`config.mk`:
```
export PLATFORM = sky130hd
export DESIGN_NAME = saturn_bus_ctrl
export DESIGN_NICKNAME = d
export VERILOG_FILES = /design/src/rtl/saturn_bus_ctrl.sv
export SDC_FILE = /design/constraint.sdc
export NUM_CORES = 1
export LEC_CHECK = 0
export CORE_UTILIZATION = 42
export CTS_CLUSTER_DIAMETER = 60
export DETAILED_ROUTE_END_ITERATION = 7
export PLACE_DENSITY_LB_ADDON = 0.15
export SETUP_SLACK_MARGIN = 0.1
export SLEW_MARGIN = 20
export SYNTH_ARGS = -nofsm -noshare
export SYNTH_HDL_FRONTEND = slang
export SYNTH_SLANG_ARGS = --single-unit
```
`constraint.sdc`:
```
create_clock -name i_clk -period 2.4 [get_ports i_clk]
set_clock_uncertainty 0.2 [all_clocks]
set_input_delay 0.48 -clock i_clk [delete_from_list [all_inputs] [get_ports i_clk]]
set_output_delay 0.48 -clock i_clk [all_outputs]
set_load 0.03 [all_outputs]
```
`src/rtl/saturn_bus_ctrl.sv`:
```
// Nibble-serial memory bus controller for a Saturn-style core: owns the PC and
// DP pointers, sequences reads, writes and 5-nibble pointer loads.
module saturn_bus_ctrl #(
    parameter logic [19:0] PC_RESET = 20'h00000,
    parameter logic [19:0] DP_RESET = 20'h00000
) (
    input  logic        i_clk,
    input  logic        i_reset,
    input  logic        i_en_bus_send,
    input  logic        i_en_bus_recv,
    input  logic [2:0]  i_cmd,
    input  logic        i_cmd_valid,
    input  logic [3:0]  i_nibble,
    output logic [3:0]  o_nibble,
    output logic        o_nibble_valid,
    output logic        o_busy,
    output logic        o_bus_error,
    output logic [19:0] o_mem_addr,
    output logic        o_mem_re,
    output logic        o_mem_we,
    output logic [3:0]  o_mem_wdata,
    input  logic [3:0]  i_mem_rdata,
    output logic [19:0] o_pc_ptr,
    output logic [19:0] o_dp_ptr,
    output logic [1:0]  o_dbg_state
);

    typedef enum logic [1:0] {
        IDLE = 2'd0,
        READ = 2'd1,
        LOAD = 2'd2
    } state_t;

    localparam logic [2:0] CMD_NOP      = 3'd0;
    localparam logic [2:0] CMD_PC_READ  = 3'd1;
    localparam logic [2:0] CMD_DP_READ  = 3'd2;
    localparam logic [2:0] CMD_DP_WRITE = 3'd3;
    localparam logic [2:0] CMD_LOAD_PC  = 3'd4;
    localparam logic [2:0] CMD_LOAD_DP  = 3'd5;

    // Handshake: a command is taken only when i_en_bus_send and i_cmd_valid are
    // both high on an edge where the FSM is IDLE; read data is taken on the
    // first i_en_bus_recv edge while in READ.

    state_t      state, state_n;
    logic [2:0]  cnt, cnt_n;
    logic [19:0] load_addr, load_addr_n;
    logic        load_dp, load_dp_n;     // 0: LOAD_PC target, 1: LOAD_DP target
    logic        read_dp, read_dp_n;     // 0: PC_READ pending, 1: DP_READ pending
    logic [19:0] pc, pc_n, dp, dp_n;
    logic [3:0]  nibble_n;
    logic        nibble_valid_n;
    logic        bus_error_n;
    logic [19:0] mem_addr_n;
    logic        mem_re_n, mem_we_n;
    logic [3:0]  mem_wdata_n;
    logic [19:0] assembled;

    always_ff @(posedge i_clk or negedge i_reset) begin
        if (!i_reset) begin
            state          <= IDLE;
            cnt            <= 3'd0;
            load_addr      <= 20'h00000;
            load_dp        <= 1'b0;
            read_dp        <= 1'b0;
            pc             <= PC_RESET;
            dp             <= DP_RESET;
            o_nibble       <= 4'h0;
            o_nibble_valid <= 1'b0;
            o_bus_error    <= 1'b0;
            o_mem_addr     <= 20'h00000;
            o_mem_re       <= 1'b0;
            o_mem_we       <= 1'b0;
            o_mem_wdata    <= 4'h0;
        end else begin
            state          <= state_n;
            cnt            <= cnt_n;
            load_addr      <= load_addr_n;
            load_dp        <= load_dp_n;
            read_dp        <= read_dp_n;
            pc             <= pc_n;
            dp             <= dp_n;
            o_nibble       <= nibble_n;
            o_nibble_valid <= nibble_valid_n;
            o_bus_error    <= bus_error_n;
            o_mem_addr     <= mem_addr_n;
            o_mem_re       <= mem_re_n;
            o_mem_we       <= mem_we_n;
            o_mem_wdata    <= mem_wdata_n;
        end
    end

    // The incoming nibble merged into the partial address at slot cnt.
    always_comb begin
        assembled = load_addr;
        case (cnt)
            3'd1:    assembled[7:4]   = i_nibble;
            3'd2:    assembled[11:8]  = i_nibble;
            3'd3:    assembled[15:12] = i_nibble;
            3'd4:    assembled[19:16] = i_nibble;
            default: assembled[3:0]   = i_nibble;
        endcase
    end

    always_comb begin
        state_n        = state;
        cnt_n          = cnt;
        load_addr_n    = load_addr;
        load_dp_n      = load_dp;
        read_dp_n      = read_dp;
        pc_n           = pc;
        dp_n           = dp;
        nibble_n       = o_nibble;
        nibble_valid_n = 1'b0;
        bus_error_n    = o_bus_error;
        mem_addr_n     = o_mem_addr;
        mem_re_n       = 1'b0;
        mem_we_n       = 1'b0;
        mem_wdata_n    = o_mem_wdata;

        case (state)
            IDLE: begin
                if (i_en_bus_send && i_cmd_valid) begin
                    case (i_cmd)
                        CMD_NOP: ;
                        CMD_PC_READ, CMD_DP_READ: begin
                            read_dp_n  = (i_cmd == CMD_DP_READ);
                            mem_addr_n = (i_cmd == CMD_DP_READ) ? dp : pc;
                            mem_re_n   = 1'b1;
                            state_n    = READ;
                        end
                        CMD_DP_WRITE: begin
                            mem_addr_n  = dp;
                            mem_wdata_n = i_nibble;
                            mem_we_n    = 1'b1;
                            dp_n        = dp + 20'd1;
                        end
                        CMD_LOAD_PC, CMD_LOAD_DP: begin
                            load_dp_n   = (i_cmd == CMD_LOAD_DP);
                            load_addr_n = {16'h0000, i_nibble};
                            cnt_n       = 3'd1;
                            state_n     = LOAD;
                        end
                        default: bus_error_n = 1'b1;
                    endcase
                end
            end
            READ: begin
                // Send-side commands are refused here even when recv retires the read.
                if (i_en_bus_send && i_cmd_valid)
                    bus_error_n = 1'b1;
                if (i_en_bus_recv) begin
                    nibble_n       = i_mem_rdata;
                    nibble_valid_n = 1'b1;
                    if (read_dp)
                        dp_n = dp + 20'd1;
                    else
                        pc_n = pc + 20'd1;
                    state_n = IDLE;
                end
            end
            LOAD: begin
                if (i_en_bus_send) begin
                    load_addr_n = assembled;
                    cnt_n       = cnt + 3'd1;
                    if (cnt == 3'd4) begin
                        if (load_dp)
                            dp_n = assembled;
                        else
                            pc_n = assembled;
                        cnt_n   = 3'd0;
                        state_n = IDLE;
                    end
                end
            end
            default: state_n = IDLE;
        endcase
    end

    assign o_busy      = (state != IDLE);
    assign o_pc_ptr    = pc;
    assign o_dp_ptr    = dp;
    assign o_dbg_state = state;

endmodule

```
==> Yosys cells after proc, flatten, opt, wreduce, memory -nomap -nowiden <==
Cells that the tools add are included.
Widths: inputs -> output; s select.
{ "op_classes": {"addsub": 3, "multipliers": 0, "div_mod_pow": 0, "magnitude_cmp": 0, "n_eq_ne": 24, "n_shift": 0, "mux": 48, "n_bitwise": 0, "n_reduce_logical": 23} }
{ "op_table": {"columns": ["op", "n"], "rows": [
  ["$mux 20", 16],
  ["$pmux 20 s2", 3],
  ["$pmux 20 s3", 1],
  ["$add 20x1->20 const B", 2],
  ["$mux 4", 5],
  ["$ne 2x2->1 const B", 10],
  ["$eq 3x2->1 const B", 4],
  ["$mux 3", 4],
  ["$reduce_and 3->1", 4],
  ["$mux 1", 11],
  ["$reduce_bool 2->1", 5],
  ["$eq 3x3->1 const B", 3],
  ["$mux 2", 4],
  ["$reduce_and 4->1", 2],
  ["$reduce_and 8->1", 1],
  ["$eq 3x1->1 const B", 2],
  ["$pmux 2 s3", 1],
  ["$pmux 3 s2", 1],
  ["$reduce_and 6->1", 1],
  ["$reduce_or 6->1", 1],
  ["$reduce_and 5->1", 1],
  ["$ne 2x1->1 const B", 2],
  ["$pmux 2 s2", 1],
  ["$reduce_or 2->1", 2],
  ["11 further kinds", 11]
]} }
{ "word_totals": {"ff_bits": 99, "latchBits": 0, "mem_bits_rw": 0, "mem_bits_ro": 0, "inputBits": 16, "output_inout_bits": 75, "elab_cells": 112, "memories": 0} }

==> Longest topological paths before layout <==
{ "depth": {"word_depth": 7, "depth_mapped": 10, "depth_no_buf": 7} }

==> Worst setup path before layout <==
OpenSTA, ideal clock, no wires.
{ "synth_path": {"path_kind": "register to register", "from": "reg state[0], in the netlist o_dbg_state[0]", "to": "reg dp[10], in the netlist o_dp_ptr[10]", "setup_ns": 0.069, "arrival_time_ns": 2.351, "required_ns": 2.131, "path_slack_ns": -0.220, "stages_incl_launch_ff": 10, "n_path_buf": 2, "period_less_slack_ns": 2.620, "path_cell_list": "dfrtp_1 -> inv_1 -> ha_1 -> buf_2 -> a21boi_4 -> a2111oi_4 -> nand3_2 -> buf_2 -> or4_1 -> nand3_1"} }
{ "synth_between": {"elab_chain_cells": 3, "elab_cells_between_ends": 13, "classes_between": "9 x eq/ne; 1 x mux; 3 x reduce/logical"} }
{ "synth_lines": {"columns": ["element", "line", "rtl"], "rows": [
  ["start: declaration", "45", "state_t state, state_n;"],
  ["start signal: assignment", "76", "state <= state_n;"],
  ["$eq 2x2->1 (tied with other cells)", "121", "case (state)"],
  ["$ne 2x2->1 (no line) (tied with other cells)", null, null],
  ["$reduce_and 8->1 (no line)", null, null],
  ["end signal: assignment", "82", "dp <= dp_n;"],
  ["end: declaration", "50", "logic [19:0] pc, pc_n, dp, dp_n;"]
]} }
Several ways; a longest one is shown, not always the timed one.
A chain may end at the register's enable or synchronous reset.

==> Final worst setup path <==
{ "layout_path": {"from": "reg cnt[0]", "to": "reg pc[3], in the netlist o_pc_ptr[3]"} }
{ "layout_between": {"elab_chain_cells": 7, "elab_cells_between_ends": 12, "classes_between": "5 x eq/ne; 5 x mux; 2 x reduce/logical"} }
{ "layout_lines": {"columns": ["element", "line", "rtl"], "rows": [
  ["start: declaration", "46", "logic [2:0] cnt, cnt_n;"],
  ["start signal: assignment", "77", "cnt <= cnt_n;"],
  ["$eq 3x3->1 (tied with other cells)", "96, 166", null],
  ["$reduce_or 4->1 (no line)", null, null],
  ["$mux 4", "96", "case (cnt)"],
  ["$mux 20", "167", "if (load_dp)"],
  ["$mux 20", "166", "if (cnt == 3'd4) begin"],
  ["$mux 20", "163", "if (i_en_bus_send) begin"],
  ["$pmux 20 s2", "121", null],
  ["end signal: assignment", "81", "pc <= pc_n;"],
  ["end: declaration", "50", null]
]} }
Several ways; a longest one is shown, not always the timed one. The select of a mux whose other input is x is not followed.

==> run summary <==
CP max FO - 5
Syn Nets - 630
Post-synthesis mux area share - 11.1%
ANT cells - 0
Initial antenna violation count - 0
Hold Path Class - reg2reg
Initial core utilization - 43.5%
Total power - 8.96 mW
Min cycle time layout - 2300 ps
DIE AREA - 13,700 um^2
Vias - 5,284
Leakage power - 3.36 nW
Antenna Nets Post-Route - 0
Synth Flop Type - dfrtp_1
R2R depth - 8
CTS Buf Count - 9
Synthesized area - 5550 um^2
Total GRT Usage - 25.0%
Simple-Gate Fraction of Synth Area - 22.8%
Die Ht - 117 um
Mean Syn Cell Area - 9.19 um^2
Area Growth Syn to Fin - 38.6%
Max frequency - 435 MHz
Synth top area share - 44.6%
Fraction of power spent switching nets - 41.6%
Synthesis Warnings - 0
Pre-CTS setup slack - -390 ps
Adder-Cell Fraction of Synth Area - 2.25%
Drt first pass iters - 5
Status - finished clean
Yosys top cell by area - dfrtp_1
Final Max Slew Viols - 0
CTS tree - yes
Max Cap Viol - 0
Filler cell count - 1,051
Main combinational cell family by area after synthesis - simple AND/OR/NAND/NOR gates
Cells taking the most area after synthesis - dfrtp_1 45%, nand2_1 7.4%, mux2_2 6.1%, mux2i_1 5.0%, o21ai_0 3.6%
Post-synth EDFFs - 0
Hold_ws - 279 ps
CTS root buf - clkbuf_16
Clock-pin slew on the worst setup and hold paths - 70 ps
Vias in the first global route - 4,884
R2r endpoint - o_pc_ptr[3]
Hold Fails Final Rpt - 0
Horiz. Die Dim - 117 um
Port bufs - 90
Post-Syn Instances - 604
FF-to-FF Start - cnt[0]
Sw Pwr - 3.73 mW
Layout cell share with drive strength beyond 1 - 23.2%
Post-Place Cell Area - 7070 um^2
Crit path to - o_pc_ptr[3]
Period utilization - 95.8%
Final TNS setup - 0 ps
Crit path required time - 2440 ps
DP Wirelength - 11.7 mm
Sequential cell area - 2490 um^2
1st-iter DRT viols - 401
Critical Path Start - cnt[0]
Clk pwr share - 18.1%
FP Rows - 41
Total grt overflow - 0
Nets - 763
Worst-Margin Slew - 488 ps
Unique cell type count in the Yosys netlist - 58
DRT Wirelength - 16.4 mm
Int Pwr - 5.23 mW
Finished layout cell area - 7690 um^2
FF-to-FF setup slack - 100 ps
Compound-Gate Fraction of Synth Area - 15.4%
Core Region - 12,800 um^2
Synth Area in XOR/XNOR - 0.158%
Count leader, synth - nand2_1
RePlAce Congestion - 0.894
Combinational group share of total power - 52.4%
Bufs on Longest Clock Path - 2
Worst-Skew Late Latency - 360 ps
H-tree depth - 3
Power density cells - 1160 nW/um^2
CP Launch Type - register
Critical path type - reg2reg
PnR worst setup slack - 101 ps
I/O pin count - 91
Post-DR wirelength/cell - 18.0 um
First-pass GRT wire length - 25.8 mm
DRC Markers - 0
Area of the multi-input gates - 3050 um^2
Headroom to the max-slew limit - 67.1%
WP data arrival - 2340 ps
Async S/R FF share, synth - 100%
Final setup vio count - 0
Peak VDD IR - 0.528 mV
RSZ-0062 raised after global routing - yes
Largest net degree at the start of global routing - 57
FF+latch count, synth - 99
Flop pwr share - 29.5%
Via density per instance - 5.78
Post-synth top cells - 109 x nand2_1, 99 x dfrtp_1, 40 x o21ai_0
CP Capture Type - register
# clock sinks - 99
Register area share after synthesis - 44.6%
==> logic make-up after synthesis <==
group | count (synthesis)
XOR/XNOR | 1
buffers and inverters | 51
multiplexers | 58
AND/OR/NAND/NOR | 256
adder cells (fa/ha/maj) | 10
AO/OA/AOI/OAI | 129
flip-flops | 99
==> routing by layer <==
metal,vias up,routed length [um],global-route usage [%]
li1,2470,-,-
met1,2590,7410,35.5
met2,197,7600,38.1
met3,27,1030,4.33
met4,0,391,9.87
met5,-,0,0
==> metrics by stage <==
stage,utilization (%),instances
5_1_grt,60.2,914
6_report,60.2,914
3_3_place_gp,55.4,887
2_1_floorplan,-,604
4_1_cts,58.8,909
3_5_place_dp,55.4,887
==> layout by cell type (no fill, tap or decap), types with 3 or more instances in the layout <==
cell type        instances
o21ai_0                 39
ha_4                     5
mux2i_1                 28
o211ai_1                 3
buf_12                   4
nand3_1                 31
o221ai_1                16
buf_6                    5
a21oi_1                 36
inv_1                    7
a21boi_0                 3
clkdlybuf4s50_1         71
a22o_1                   3
nand3_4                  3
nand4_1                 16
and2_1                   5
dfrtp_1                 88
mux2_2                  30
ha_2                     3
dlymetal6s2s_1          13
nand2b_1                 4
a21oi_2                  3
o221a_2                  3
nor2_1                  28
dfrtp_2                 11
nor4_1                   9
buf_4                   59
nor2b_1                  5
dlygate4sd2_1            4
nor3b_1                  3
or4_1                    7
nand2_1                109
nor3_1                  12
clkbuf_16               11
nand3_2                  4
==> worst min-delay path by stage <==
| stage | startpoint | endpoint | cells after the start |
|---|---|---|---|
| 2_1_floorplan | i_reset | cnt[0] | 0 |
| 3_3_place_gp | i_reset | o_mem_addr[18] | 1 |
| 3_5_place_dp | i_reset | o_mem_addr[18] | 1 |
| 4_1_cts | o_mem_addr[12] | o_mem_addr[12] | 2 |
| 5_1_grt | load_addr[15] | load_addr[15] | 2 |
| 6_report | o_mem_addr[2] | o_mem_addr[2] | 2 |
==> critical path, stage by stage (launching register included) <==
cell	delay, ps
dfrtp_1	400
ha_2	200
ha_4	150
or4_4	470
o31a_1	200
mux2i_1	180
buf_4	160
nand3_2	70
o221a_2	140
==> state kept, by name, summed over array words and instances, names as in the netlist <==
register,count
o_mem_addr,20
o_mem_we,1
o_nibble,4
o_dbg_state,2
cnt,3
o_pc_ptr,20
o_mem_re,1
read_dp,1
o_dp_ptr,20
o_nibble_valid,1
load_addr,20
o_bus_error,1
o_mem_wdata,4
load_dp,1
==> timing repair <==
| item | CTS | global route |
|---|---|---|
| hold endpoints to repair | 20 | 0 |
| hold buffers | 1 | 0 |
| resized for setup | 22 | 31 |
| setup endpoints to repair | 39 | 52 |
| buffers inserted | 4 | 2 |
| pin swaps | 9 | 12 |
| cloned | 1 | 3 |
==> power by group through the flow <==
stage	Combinational, mW	Clock (mW)	Sequential [mW]
after floorplan	1.91	0	3.33
after global placement	4.28	0	2.63
after detailed placement	4.36	0	2.67
after CTS	4.53	1.63	2.64
after global routing	5.06	1.71	2.72
final	4.70	1.62	2.65
==> cell type report <==
class | count | area share, %
clock buffers | 11 | 3.15
clock inverters | 5 | 1.09
inverters | 11 | 0.569
multi-input cells | 455 | 39.6
flip-flops and latches | 99 | 32.4
well taps | 172 | 2.80
repair buffers | 161 | 20.4
Power figures use the tool's default switching activity.
